$ cat src/rtl/lieat_sram_arbiter_if.sv
// Core-side request/response ports and sram_axi channels of the SRAM arbiter.
`timescale 1ns/1ps
interface lieat_sram_arbiter_if #(
  parameter int unsigned ID_W   = 4,
  parameter int unsigned ADDR_W = 32
);
  // Core-side request channel, one slice per requester
  logic [1:0]          req_valid;
  logic [1:0]          req_ready;
  logic [1:0]          req_write;
  logic [2*ADDR_W-1:0] req_addr;
  logic [5:0]          req_size;
  logic [127:0]        req_wdata;

  // Core-side response channel
  logic [1:0]          rsp_valid;
  logic [1:0]          rsp_ready;
  logic [63:0]         rsp_rdata;
  logic                rsp_err;

  // sram_axi read address / data
  logic                sram_axi_arvalid;
  logic                sram_axi_arready;
  logic [ADDR_W-1:0]   sram_axi_araddr;
  logic [2:0]          sram_axi_arsize;
  logic [ID_W-1:0]     sram_axi_arid;
  logic                sram_axi_rvalid;
  logic                sram_axi_rready;
  logic [63:0]         sram_axi_rdata;
  logic [ID_W-1:0]     sram_axi_rid;

  // sram_axi write address / data / response
  logic                sram_axi_awvalid;
  logic                sram_axi_awready;
  logic [ADDR_W-1:0]   sram_axi_awaddr;
  logic [2:0]          sram_axi_awsize;
  logic [ID_W-1:0]     sram_axi_awid;
  logic                sram_axi_wvalid;
  logic                sram_axi_wready;
  logic [63:0]         sram_axi_wdata;
  logic                sram_axi_bvalid;
  logic                sram_axi_bready;
  logic [1:0]          sram_axi_bresp;
  logic [ID_W-1:0]     sram_axi_bid;

  // Arbiter view
  modport slave (
    input  req_valid, req_write, req_addr, req_size, req_wdata, rsp_ready,
    output req_ready, rsp_valid, rsp_rdata, rsp_err,
    output sram_axi_arvalid, sram_axi_araddr, sram_axi_arsize, sram_axi_arid,
    input  sram_axi_arready,
    input  sram_axi_rvalid, sram_axi_rdata, sram_axi_rid,
    output sram_axi_rready,
    output sram_axi_awvalid, sram_axi_awaddr, sram_axi_awsize, sram_axi_awid,
    input  sram_axi_awready,
    output sram_axi_wvalid, sram_axi_wdata,
    input  sram_axi_wready,
    input  sram_axi_bvalid, sram_axi_bresp, sram_axi_bid,
    output sram_axi_bready
  );

  // Requesters plus SRAM model view
  modport master (
    output req_valid, req_write, req_addr, req_size, req_wdata, rsp_ready,
    input  req_ready, rsp_valid, rsp_rdata, rsp_err,
    input  sram_axi_arvalid, sram_axi_araddr, sram_axi_arsize, sram_axi_arid,
    output sram_axi_arready,
    output sram_axi_rvalid, sram_axi_rdata, sram_axi_rid,
    input  sram_axi_rready,
    input  sram_axi_awvalid, sram_axi_awaddr, sram_axi_awsize, sram_axi_awid,
    output sram_axi_awready,
    input  sram_axi_wvalid, sram_axi_wdata,
    output sram_axi_wready,
    output sram_axi_bvalid, sram_axi_bresp, sram_axi_bid,
    input  sram_axi_bready
  );
endinterface

$ cat src/rtl/lieat_sram_arbiter.sv
// Round-robin two-requester arbiter for the single-beat sram_axi port.
// One transaction in flight; the issued AXI ID is the grant index.
`timescale 1ns/1ps
module lieat_sram_arbiter #(
  parameter int unsigned ID_W   = 4,
  parameter int unsigned ADDR_W = 32
) (
  input  logic                  clock,
  input  logic                  reset,
  lieat_sram_arbiter_if.slave   bus
);

  localparam int unsigned DATA_W = 64;
  localparam int unsigned SIZE_W = 3;

  typedef enum logic [2:0] {
    S_IDLE = 3'd0,
    S_AR   = 3'd1,
    S_R    = 3'd2,
    S_AWW  = 3'd3,
    S_B    = 3'd4,
    S_RSP  = 3'd5
  } state_e;

  typedef struct packed {
    logic [ADDR_W-1:0] addr;
    logic [SIZE_W-1:0] size;
    logic [DATA_W-1:0] wdata;
  } req_t;

  state_e            state_q;
  logic              ptr_q;
  logic              gnt_q;
  req_t              req_q;
  logic              arvalid_q;
  logic              rready_q;
  logic              awvalid_q;
  logic              wvalid_q;
  logic              bready_q;
  logic [1:0]        rsp_valid_q;
  logic [DATA_W-1:0] rsp_rdata_q;
  logic              rsp_err_q;

  logic              any_req_c;
  logic              grant_c;
  logic              write_c;
  logic [1:0]        req_ready_c;
  req_t              sel_c;

  // Grant selection and request-slice mux; acceptance is only offered in IDLE
  always_comb begin
    any_req_c   = |bus.req_valid;
    grant_c     = bus.req_valid[ptr_q] ? ptr_q : ~ptr_q;
    write_c     = bus.req_write[grant_c];
    req_ready_c = 2'b00;
    sel_c       = '0;
    if ((state_q == S_IDLE) && any_req_c && !reset) begin
      req_ready_c = grant_c ? 2'b10 : 2'b01;
    end
    sel_c.addr  = grant_c ? bus.req_addr[ADDR_W +: ADDR_W] : bus.req_addr[0 +: ADDR_W];
    sel_c.size  = grant_c ? bus.req_size[5:3] : bus.req_size[2:0];
    sel_c.wdata = grant_c ? bus.req_wdata[127:64] : bus.req_wdata[63:0];
  end

  // Transaction sequencer: state, round-robin pointer and all registered outputs
  always_ff @(posedge clock or posedge reset) begin
    if (reset) begin
      state_q     <= S_IDLE;
      ptr_q       <= 1'b0;
      gnt_q       <= 1'b0;
      req_q       <= '0;
      arvalid_q   <= 1'b0;
      rready_q    <= 1'b0;
      awvalid_q   <= 1'b0;
      wvalid_q    <= 1'b0;
      bready_q    <= 1'b0;
      rsp_valid_q <= 2'b00;
      rsp_rdata_q <= '0;
      rsp_err_q   <= 1'b0;
    end else begin
      case (state_q)
        S_IDLE: begin
          if (any_req_c) begin
            gnt_q <= grant_c;
            ptr_q <= ~grant_c;
            req_q <= sel_c;
            if (write_c) begin
              awvalid_q <= 1'b1;
              wvalid_q  <= 1'b1;
              state_q   <= S_AWW;
            end else begin
              arvalid_q <= 1'b1;
              state_q   <= S_AR;
            end
          end
        end
        S_AR: begin
          if (bus.sram_axi_arready) begin
            arvalid_q <= 1'b0;
            rready_q  <= 1'b1;
            state_q   <= S_R;
          end
        end
        S_R: begin
          if (bus.sram_axi_rvalid) begin
            rready_q    <= 1'b0;
            rsp_rdata_q <= bus.sram_axi_rdata;
            rsp_err_q   <= (bus.sram_axi_rid != ID_W'(gnt_q));
            rsp_valid_q <= gnt_q ? 2'b10 : 2'b01;
            state_q     <= S_RSP;
          end
        end
        S_AWW: begin
          // AW and W complete independently; leave once neither is still pending
          if (bus.sram_axi_awready) awvalid_q <= 1'b0;
          if (bus.sram_axi_wready)  wvalid_q  <= 1'b0;
          if ((!awvalid_q || bus.sram_axi_awready) &&
              (!wvalid_q  || bus.sram_axi_wready)) begin
            bready_q <= 1'b1;
            state_q  <= S_B;
          end
        end
        S_B: begin
          if (bus.sram_axi_bvalid) begin
            bready_q    <= 1'b0;
            rsp_rdata_q <= '0;
            rsp_err_q   <= (bus.sram_axi_bresp != 2'b00) ||
                           (bus.sram_axi_bid != ID_W'(gnt_q));
            rsp_valid_q <= gnt_q ? 2'b10 : 2'b01;
            state_q     <= S_RSP;
          end
        end
        S_RSP: begin
          if (bus.rsp_ready[gnt_q]) begin
            rsp_valid_q <= 2'b00;
            state_q     <= S_IDLE;
          end
        end
        default: begin
          state_q <= S_IDLE;
        end
      endcase
    end
  end

  // Output drive from registers (req_ready is the only combinational output)
  assign bus.req_ready        = req_ready_c;
  assign bus.rsp_valid        = rsp_valid_q;
  assign bus.rsp_rdata        = rsp_rdata_q;
  assign bus.rsp_err          = rsp_err_q;
  assign bus.sram_axi_arvalid = arvalid_q;
  assign bus.sram_axi_araddr  = req_q.addr;
  assign bus.sram_axi_arsize  = req_q.size;
  assign bus.sram_axi_arid    = ID_W'(gnt_q);
  assign bus.sram_axi_rready  = rready_q;
  assign bus.sram_axi_awvalid = awvalid_q;
  assign bus.sram_axi_awaddr  = req_q.addr;
  assign bus.sram_axi_awsize  = req_q.size;
  assign bus.sram_axi_awid    = ID_W'(gnt_q);
  assign bus.sram_axi_wvalid  = wvalid_q;
  assign bus.sram_axi_wdata   = req_q.wdata;
  assign bus.sram_axi_bready  = bready_q;

endmodule

$ cat src/flat_wrapper.sv
// flat-port wrapper written by rule: the top's interface ports become plain ports
module lieat_sram_arbiter_flat 
#(
  parameter int unsigned ID_W   = 4,
  parameter int unsigned ADDR_W = 32
)
  (clock, reset, bus_req_valid, bus_req_write, bus_req_addr, bus_req_size, bus_req_wdata, bus_rsp_ready, bus_req_ready, bus_rsp_valid, bus_rsp_rdata, bus_rsp_err, bus_sram_axi_arvalid, bus_sram_axi_araddr, bus_sram_axi_arsize, bus_sram_axi_arid, bus_sram_axi_arready, bus_sram_axi_rvalid, bus_sram_axi_rdata, bus_sram_axi_rid, bus_sram_axi_rready, bus_sram_axi_awvalid, bus_sram_axi_awaddr, bus_sram_axi_awsize, bus_sram_axi_awid, bus_sram_axi_awready, bus_sram_axi_wvalid, bus_sram_axi_wdata, bus_sram_axi_wready, bus_sram_axi_bvalid, bus_sram_axi_bresp, bus_sram_axi_bid, bus_sram_axi_bready);
  lieat_sram_arbiter_if #(.ID_W(ID_W), .ADDR_W(ADDR_W)) bus_i ();
  input  logic clock;
  input  logic reset;
  input wire logic [$bits(bus_i.req_valid)-1:0] bus_req_valid;
  input wire logic [$bits(bus_i.req_write)-1:0] bus_req_write;
  input wire logic [$bits(bus_i.req_addr)-1:0] bus_req_addr;
  input wire logic [$bits(bus_i.req_size)-1:0] bus_req_size;
  input wire logic [$bits(bus_i.req_wdata)-1:0] bus_req_wdata;
  input wire logic [$bits(bus_i.rsp_ready)-1:0] bus_rsp_ready;
  output wire logic [$bits(bus_i.req_ready)-1:0] bus_req_ready;
  output wire logic [$bits(bus_i.rsp_valid)-1:0] bus_rsp_valid;
  output wire logic [$bits(bus_i.rsp_rdata)-1:0] bus_rsp_rdata;
  output wire logic [$bits(bus_i.rsp_err)-1:0] bus_rsp_err;
  output wire logic [$bits(bus_i.sram_axi_arvalid)-1:0] bus_sram_axi_arvalid;
  output wire logic [$bits(bus_i.sram_axi_araddr)-1:0] bus_sram_axi_araddr;
  output wire logic [$bits(bus_i.sram_axi_arsize)-1:0] bus_sram_axi_arsize;
  output wire logic [$bits(bus_i.sram_axi_arid)-1:0] bus_sram_axi_arid;
  input wire logic [$bits(bus_i.sram_axi_arready)-1:0] bus_sram_axi_arready;
  input wire logic [$bits(bus_i.sram_axi_rvalid)-1:0] bus_sram_axi_rvalid;
  input wire logic [$bits(bus_i.sram_axi_rdata)-1:0] bus_sram_axi_rdata;
  input wire logic [$bits(bus_i.sram_axi_rid)-1:0] bus_sram_axi_rid;
  output wire logic [$bits(bus_i.sram_axi_rready)-1:0] bus_sram_axi_rready;
  output wire logic [$bits(bus_i.sram_axi_awvalid)-1:0] bus_sram_axi_awvalid;
  output wire logic [$bits(bus_i.sram_axi_awaddr)-1:0] bus_sram_axi_awaddr;
  output wire logic [$bits(bus_i.sram_axi_awsize)-1:0] bus_sram_axi_awsize;
  output wire logic [$bits(bus_i.sram_axi_awid)-1:0] bus_sram_axi_awid;
  input wire logic [$bits(bus_i.sram_axi_awready)-1:0] bus_sram_axi_awready;
  output wire logic [$bits(bus_i.sram_axi_wvalid)-1:0] bus_sram_axi_wvalid;
  output wire logic [$bits(bus_i.sram_axi_wdata)-1:0] bus_sram_axi_wdata;
  input wire logic [$bits(bus_i.sram_axi_wready)-1:0] bus_sram_axi_wready;
  input wire logic [$bits(bus_i.sram_axi_bvalid)-1:0] bus_sram_axi_bvalid;
  input wire logic [$bits(bus_i.sram_axi_bresp)-1:0] bus_sram_axi_bresp;
  input wire logic [$bits(bus_i.sram_axi_bid)-1:0] bus_sram_axi_bid;
  output wire logic [$bits(bus_i.sram_axi_bready)-1:0] bus_sram_axi_bready;
  assign bus_i.req_valid = bus_req_valid;
  assign bus_i.req_write = bus_req_write;
  assign bus_i.req_addr = bus_req_addr;
  assign bus_i.req_size = bus_req_size;
  assign bus_i.req_wdata = bus_req_wdata;
  assign bus_i.rsp_ready = bus_rsp_ready;
  assign bus_req_ready = bus_i.req_ready;
  assign bus_rsp_valid = bus_i.rsp_valid;
  assign bus_rsp_rdata = bus_i.rsp_rdata;
  assign bus_rsp_err = bus_i.rsp_err;
  assign bus_sram_axi_arvalid = bus_i.sram_axi_arvalid;
  assign bus_sram_axi_araddr = bus_i.sram_axi_araddr;
  assign bus_sram_axi_arsize = bus_i.sram_axi_arsize;
  assign bus_sram_axi_arid = bus_i.sram_axi_arid;
  assign bus_i.sram_axi_arready = bus_sram_axi_arready;
  assign bus_i.sram_axi_rvalid = bus_sram_axi_rvalid;
  assign bus_i.sram_axi_rdata = bus_sram_axi_rdata;
  assign bus_i.sram_axi_rid = bus_sram_axi_rid;
  assign bus_sram_axi_rready = bus_i.sram_axi_rready;
  assign bus_sram_axi_awvalid = bus_i.sram_axi_awvalid;
  assign bus_sram_axi_awaddr = bus_i.sram_axi_awaddr;
  assign bus_sram_axi_awsize = bus_i.sram_axi_awsize;
  assign bus_sram_axi_awid = bus_i.sram_axi_awid;
  assign bus_i.sram_axi_awready = bus_sram_axi_awready;
  assign bus_sram_axi_wvalid = bus_i.sram_axi_wvalid;
  assign bus_sram_axi_wdata = bus_i.sram_axi_wdata;
  assign bus_i.sram_axi_wready = bus_sram_axi_wready;
  assign bus_i.sram_axi_bvalid = bus_sram_axi_bvalid;
  assign bus_i.sram_axi_bresp = bus_sram_axi_bresp;
  assign bus_i.sram_axi_bid = bus_sram_axi_bid;
  assign bus_sram_axi_bready = bus_i.sram_axi_bready;
  lieat_sram_arbiter #(.ID_W(ID_W), .ADDR_W(ADDR_W)) u_core (.clock(clock), .reset(reset), .bus(bus_i));
endmodule
$ cat config.mk
export PLATFORM = sky130hd
export DESIGN_NAME = lieat_sram_arbiter_flat
export DESIGN_NICKNAME = d
export VERILOG_FILES = /design/src/rtl/lieat_sram_arbiter_if.sv /design/src/rtl/lieat_sram_arbiter.sv /design/src/flat_wrapper.sv
export SDC_FILE = /design/constraint.sdc
export NUM_CORES = 1
export LEC_CHECK = 0
export CORE_AREA = 2 2 194 196
export DETAILED_ROUTE_END_ITERATION = 8
export DIE_AREA = 0 0 196 198
export REMOVE_ABC_BUFFERS = 1
export SLEW_MARGIN = 30
export SYNTH_ARGS = -nofsm -noshare
export SYNTH_HDL_FRONTEND = slang
export SYNTH_SLANG_ARGS = --single-unit
export TNS_END_PERCENT = 30
$ cat constraint.sdc
create_clock -name clock -period 8.3 [get_ports clock]
set_input_delay 1.66 -clock clock [delete_from_list [all_inputs] [get_ports clock]]
set_output_delay 1.66 -clock clock [all_outputs]
set_load 0.02 [all_outputs]
After elaboration in Yosys (flattened, before gate mapping)
Index checks and enable logic that the tools add are counted.
{ "totals": {"regBits": 176, "input_bits": 285, "out_inout_bits": 216, "wordCells": 110} }
{ "classes": {"order_cmp": 3, "n_eq_ne": 17, "n_mux": 47, "bitwise_logic": 2, "reduce_logical": 27} }
{ "op_table": {"columns": ["cell", "n"], "rows": [
  ["two-way mux 64 bit", 3],
  ["case mux 64 bit (2 select lines)", 1],
  ["two-way mux 32 bit", 1],
  ["two-way mux 3 bit", 7],
  ["two-way mux 1 bit", 20],
  ["case mux 3 bit (6 select lines)", 1],
  ["AND reduction 4 bit", 4],
  ["two-way mux 2 bit", 7],
  ["inequality test 2 bit (second input constant)", 6],
  ["case mux 1 bit (2 select lines)", 6],
  ["nonzero test 2 bit", 6],
  ["AND reduction 3 bit", 3],
  ["inequality test 2 x 1 -> 1 bit (second input constant)", 4],
  ["inequality test 4 x 1 -> 1 bit", 2],
  ["equality test 3 x 2 -> 1 bit (second input constant)", 2],
  ["equality test 3 bit (second input constant)", 2],
  ["less-than comparator 1 x 2 -> 1 bit (second input constant)", 3],
  ["case mux 2 bit (3 select lines)", 1],
  ["AND reduction 6 bit", 1],
  ["equality test 3 x 1 -> 1 bit (second input constant)", 1],
  ["logical AND 1 bit", 3],
  ["logical NOT 1 bit", 3],
  ["logical NOT 3 bit", 1],
  ["logical OR 1 bit", 3],
  ["4 further kinds", 5]
]} }

Depth between registers and ports, before layout
{ "logic_depth": {"word_depth": 8, "depth_mapped": 7, "depth_no_buf": 5} }

Worst setup path after synthesis
No wires, ideal clock.
{ "synth_timing": {"path_type": "input to output", "start": "input port reset", "end": "output port bus_req_ready[0]", "arrival_ns": 5.992, "required_ns": 6.640, "slack_ns": 0.648, "cell_stages": 2, "n_path_buf": 0, "path_cell_list": "inv_1 -> and3_1"} }
{ "synth_via": {"elab_chain_len": 3} }
{ "synth_lines": {"columns": ["item", "line_no", "source"], "rows": [
  ["start: declaration", "flat_wrapper.sv:10", "input logic reset;"],
  ["logical NOT 1 bit", "lieat_sram_arbiter.sv:57", "if ((state_q == S_IDLE) && any_req_c && !reset) begin"],
  ["logical AND 1 bit", "lieat_sram_arbiter.sv:57", null],
  ["two-way mux 2 bit", "lieat_sram_arbiter.sv:57", null],
  ["end: declaration", "flat_wrapper.sv:17", "output wire logic [$bits(bus_i.req_ready)-1:0] bus_req_ready;"]
]} }
No other way between the ends.

Worst setup path in the final report
Ends and elaborated chain as after synthesis.

==> impl_metrics.csv <==
group,metric,value,unit
timing,timing.hold.ws,0.490,ns
worst_setup_path,start_kind,"input pin",
placed_design,place_area,12900,µm²
clock_tree,cts_root_buf,"clkbuf_16",
clock_tree,cts_made_buffers,17,
die,ios,501,
grt,grt_usage,13.7,%
route,vias,6886,
min_path,hp-class,"reg -> reg",
route,wl_per_cell,16.8,µm
timing,relSlewSlack,27.4,%
placed_design,place_congestion,0.765,
worst_setup_path,critical_path_class,"in -> out",
cells_and_area,areaGrowthSynthToFinish,70.2,%
cells_and_area,drive_gt1_share,3.38,%
clock_tree,path_clk_slew,0.06,ns
worst_setup_path,crit_top_cell,"clkdlybuf4s50_1",
timing,tightest_slew,1.09,ns
cells_and_area,diodes,0,
worst_setup_path,required,6.64,ns
clock_tree,ctsResizeCount,0,
grt,grt_pass1_wl,40.5,mm
clock_tree,clk_latency,0.44,ns
synth,synthArstFlopShare,100,%
synth,yosysWarningCount,0,
clock_tree,cts_tree,"built",
cells_and_area,finalCoreUtilization,36.5,%
worst_setup_path,crit_slowest_cell,"clkdlybuf4s50_1",
timing,min_period_over_period,67.0,%
die,rows,71,
pwr,p_leak,5.70,nW
route,drc,0,
synth,syn_inst,713,
outcome,status,"completed",
synth,synthFlopType,"dfrtp_1",
worst_setup_path,critPathMaxStageDelay,0.67,ns
flow_run,maxCapViolCount,0,
synth,ys_ff_latch,176,
pwr,total_power,5.04,mW
clock_tree,clock-sinks,176,
timing,hold_viol_final,0,
worst_setup_path,end_kind,"primary output",
timing,drv_slew,0,
pwr,ir_drop,0.216,mV
route,ant_nets,0,
synth,seq_area_frac_synth,55.6,%
die,initial_core_util,21.4,%
die,dieArea,38800,µm²
cells_and_area,fin_area,13500,µm²
timing,finalClockSkew,0.0110,ns
route,totalWireLength,27.4,mm
worst_setup_path,path_cells,"clkdlybuf4s50_1, inv_8, and3_1, clkdlybuf4s50_1",
route,dr.pass1.iters,4,
cells_and_area,nNetsFinal,1427,
timing,period_minus_slack,5.56,ns
synth,synth_area,7920,µm²
timing,final-setup-viol-count,0,
clock_tree,cts_hold_buffers,0,
placed_design,portBuffers,494,
route,drtIter0Drc,281,
pwr,powerDensity,374,nW/µm²
die,die_h,198,µm
placed_design,dp_hpwl,20.4,mm
worst_setup_path,cp_max_fo,109,
worst_setup_path,arrival,3.90,ns
timing,rsz0062_at_grt,"no",
die,fp.dieW,196,µm
clock_tree,postCtsSetupBuffers,0,
grt,grt_max_degree,200,
synth,synth-edff-count,0,
route,vias_per_cell,4.23,
synth,avgSynthCellArea,11.1,µm²
grt,globalRouteOverflowTotal,0,
timing,fmax,180,MHz
grt,grt_antenna_before_repair,1,
die,design.core.area,37000,µm²
clock_tree,cts.path.max_buffers,2,
clock_tree,h-tree-depth,4,
grt,grt_pass1_vias,6961,
synth,synth_cell_type_count,39,
## cell families after synthesis
| family | count (synthesis) | share of synthesized area (%) |
|---|---|---|
| mux | 104 | 13.3 |
| other cells | 1 | 0.0473 |
| compound gates | 189 | 15.6 |
| simple gates | 141 | 7.35 |
| buf+inv | 102 | 8.12 |
| flops | 176 | 55.6 |
## worst max-delay path, delay by kind of cell
family | cells | cell delay, ns
buffers and inverters | 3 | 1.77
and+or+nand+nor | 1 | 0.44
## per-stage QoR
stage / worst slack, ns / setup TNS, ns / instances
floorplan: -10.20 / -786.97 / 623
finish: 2.74 / 0 / 1629
global placement: 2.60 / 0 / 1597
CTS: 2.59 / 0 / 1629
detailed placement: 2.58 / 0 / 1597
global route: 2.53 / 0 / 1629
## metal layers
metal / wire length [µm] / vias to the layer above / GRT usage (%)
li1: - / 3327 / -
met1: 10700 / 3214 / 15.7
met2: 13500 / 317 / 23.3
met3: 2660 / 26 / 5.21
met4: 569 / 2 / 5.16
met5: 13 / - / 0
## area by class of cell
cell class	count	area, µm²
Clock inverter	7	51.3
Inverter	7	33.8
Sequential cell	176	4400
Tap cell	474	593
Clock buffer	25	485
Fill cell	3673	23500
Timing Repair Buffer	500	5010
Multi-Input combinational cell	440	2900
## cells in the mapped netlist, types with 2 or more instances
master	number	area (µm²)
a21o_1	2	15.0
a21oi_1	103	515
a22o_1	64	561
and2_1	3	18.8
buf_2	37	185
buf_4	51	383
buf_6	3	33.8
clkbuf_1	3	11.3
dfrtp_1	176	4400
inv_1	7	26.3
mux2i_1	102	1020
nand2_1	9	33.8
nand2b_1	4	25.0
nand3_1	3	15.0
nor2_1	110	413
nor3_1	4	20.0
nor4_1	2	12.5
o21ai_0	7	35.0
o2bb2ai_1	2	17.5
o31ai_1	2	15.0
## flip-flops by register name, summed over array words and instances, names as in the netlist
name / flops
u_core.bus.rsp_rdata: 64
u_core.bus.sram_axi_wdata: 64
u_core.bus.sram_axi_araddr: 32
u_core.bus.sram_axi_arsize: 3
u_core.state_q: 3
u_core.bus.rsp_valid: 2
u_core.bus.rsp_err: 1
u_core.bus.sram_axi_arvalid: 1
u_core.bus.sram_axi_awvalid: 1
u_core.bus.sram_axi_bready: 1
u_core.bus.sram_axi_rready: 1
u_core.bus.sram_axi_wvalid: 1
u_core.gnt_q: 1
u_core.ptr_q: 1
## power breakdown
| group | leakage (nW) | switching [mW] | total (mW) | internal, mW |
|---|---|---|---|---|
| Clock | 0.258 | 0.353 | 0.761 | 0.409 |
| Combinational | 3.37 | 1.39 | 2.71 | 1.32 |
| Sequential | 2.08 | 0.294 | 1.57 | 1.27 |
| Total | 5.70 | 2.03 | 5.04 | 3.00 |
## layout by cell type, fill, tap and decap left out, types with 3 or more instances in the layout
cell | netlist | layout
clkdlybuf4s50_1 | 0 | 494
dfrtp_1 | 176 | 176
nor2_1 | 110 | 110
a21oi_1 | 103 | 103
mux2i_1 | 102 | 102
a22o_1 | 64 | 64
clkbuf_16 | 0 | 17
nand2_1 | 9 | 9
o21ai_0 | 7 | 7
inv_1 | 7 | 6
conb_1 | 1 | 6
clkbuf_1 | 3 | 5
nor3_1 | 4 | 4
nand2b_1 | 4 | 4
nand3_1 | 3 | 3
clkbuf_8 | 0 | 3
buf_4 | 51 | 3
## path summary, 6_finish.rpt
| check | startpoint | endpoint | slack, ns | cells after the start |
|---|---|---|---|---|
| max | reset | bus_req_ready[0] | 2.74 | 4 |
| min | u_core.bus.rsp_valid[1]$_DFFE_PP0P_ | u_core.bus.rsp_valid[1]$_DFFE_PP0P_ | 0.49 | 1 |
| max reg2reg | u_core.ptr_q$_DFFE_PP0P_ | u_core.bus.sram_axi_wdata[45]$_DFFE_PP0P_ | 5.71 | 5 |
| min reg2reg | u_core.bus.rsp_valid[1]$_DFFE_PP0P_ | u_core.bus.rsp_valid[1]$_DFFE_PP0P_ | 0.49 | 1 |
| max in group asynchronous | reset | u_core.bus.rsp_rdata[40]$_DFFE_PP0P_ | 5.39 | 3 |
| min in group asynchronous | reset | u_core.bus.sram_axi_wdata[36]$_DFFE_PP0P_ | 1.81 | 2 |
No activity file was read; power rests on OpenSTA's default activity.
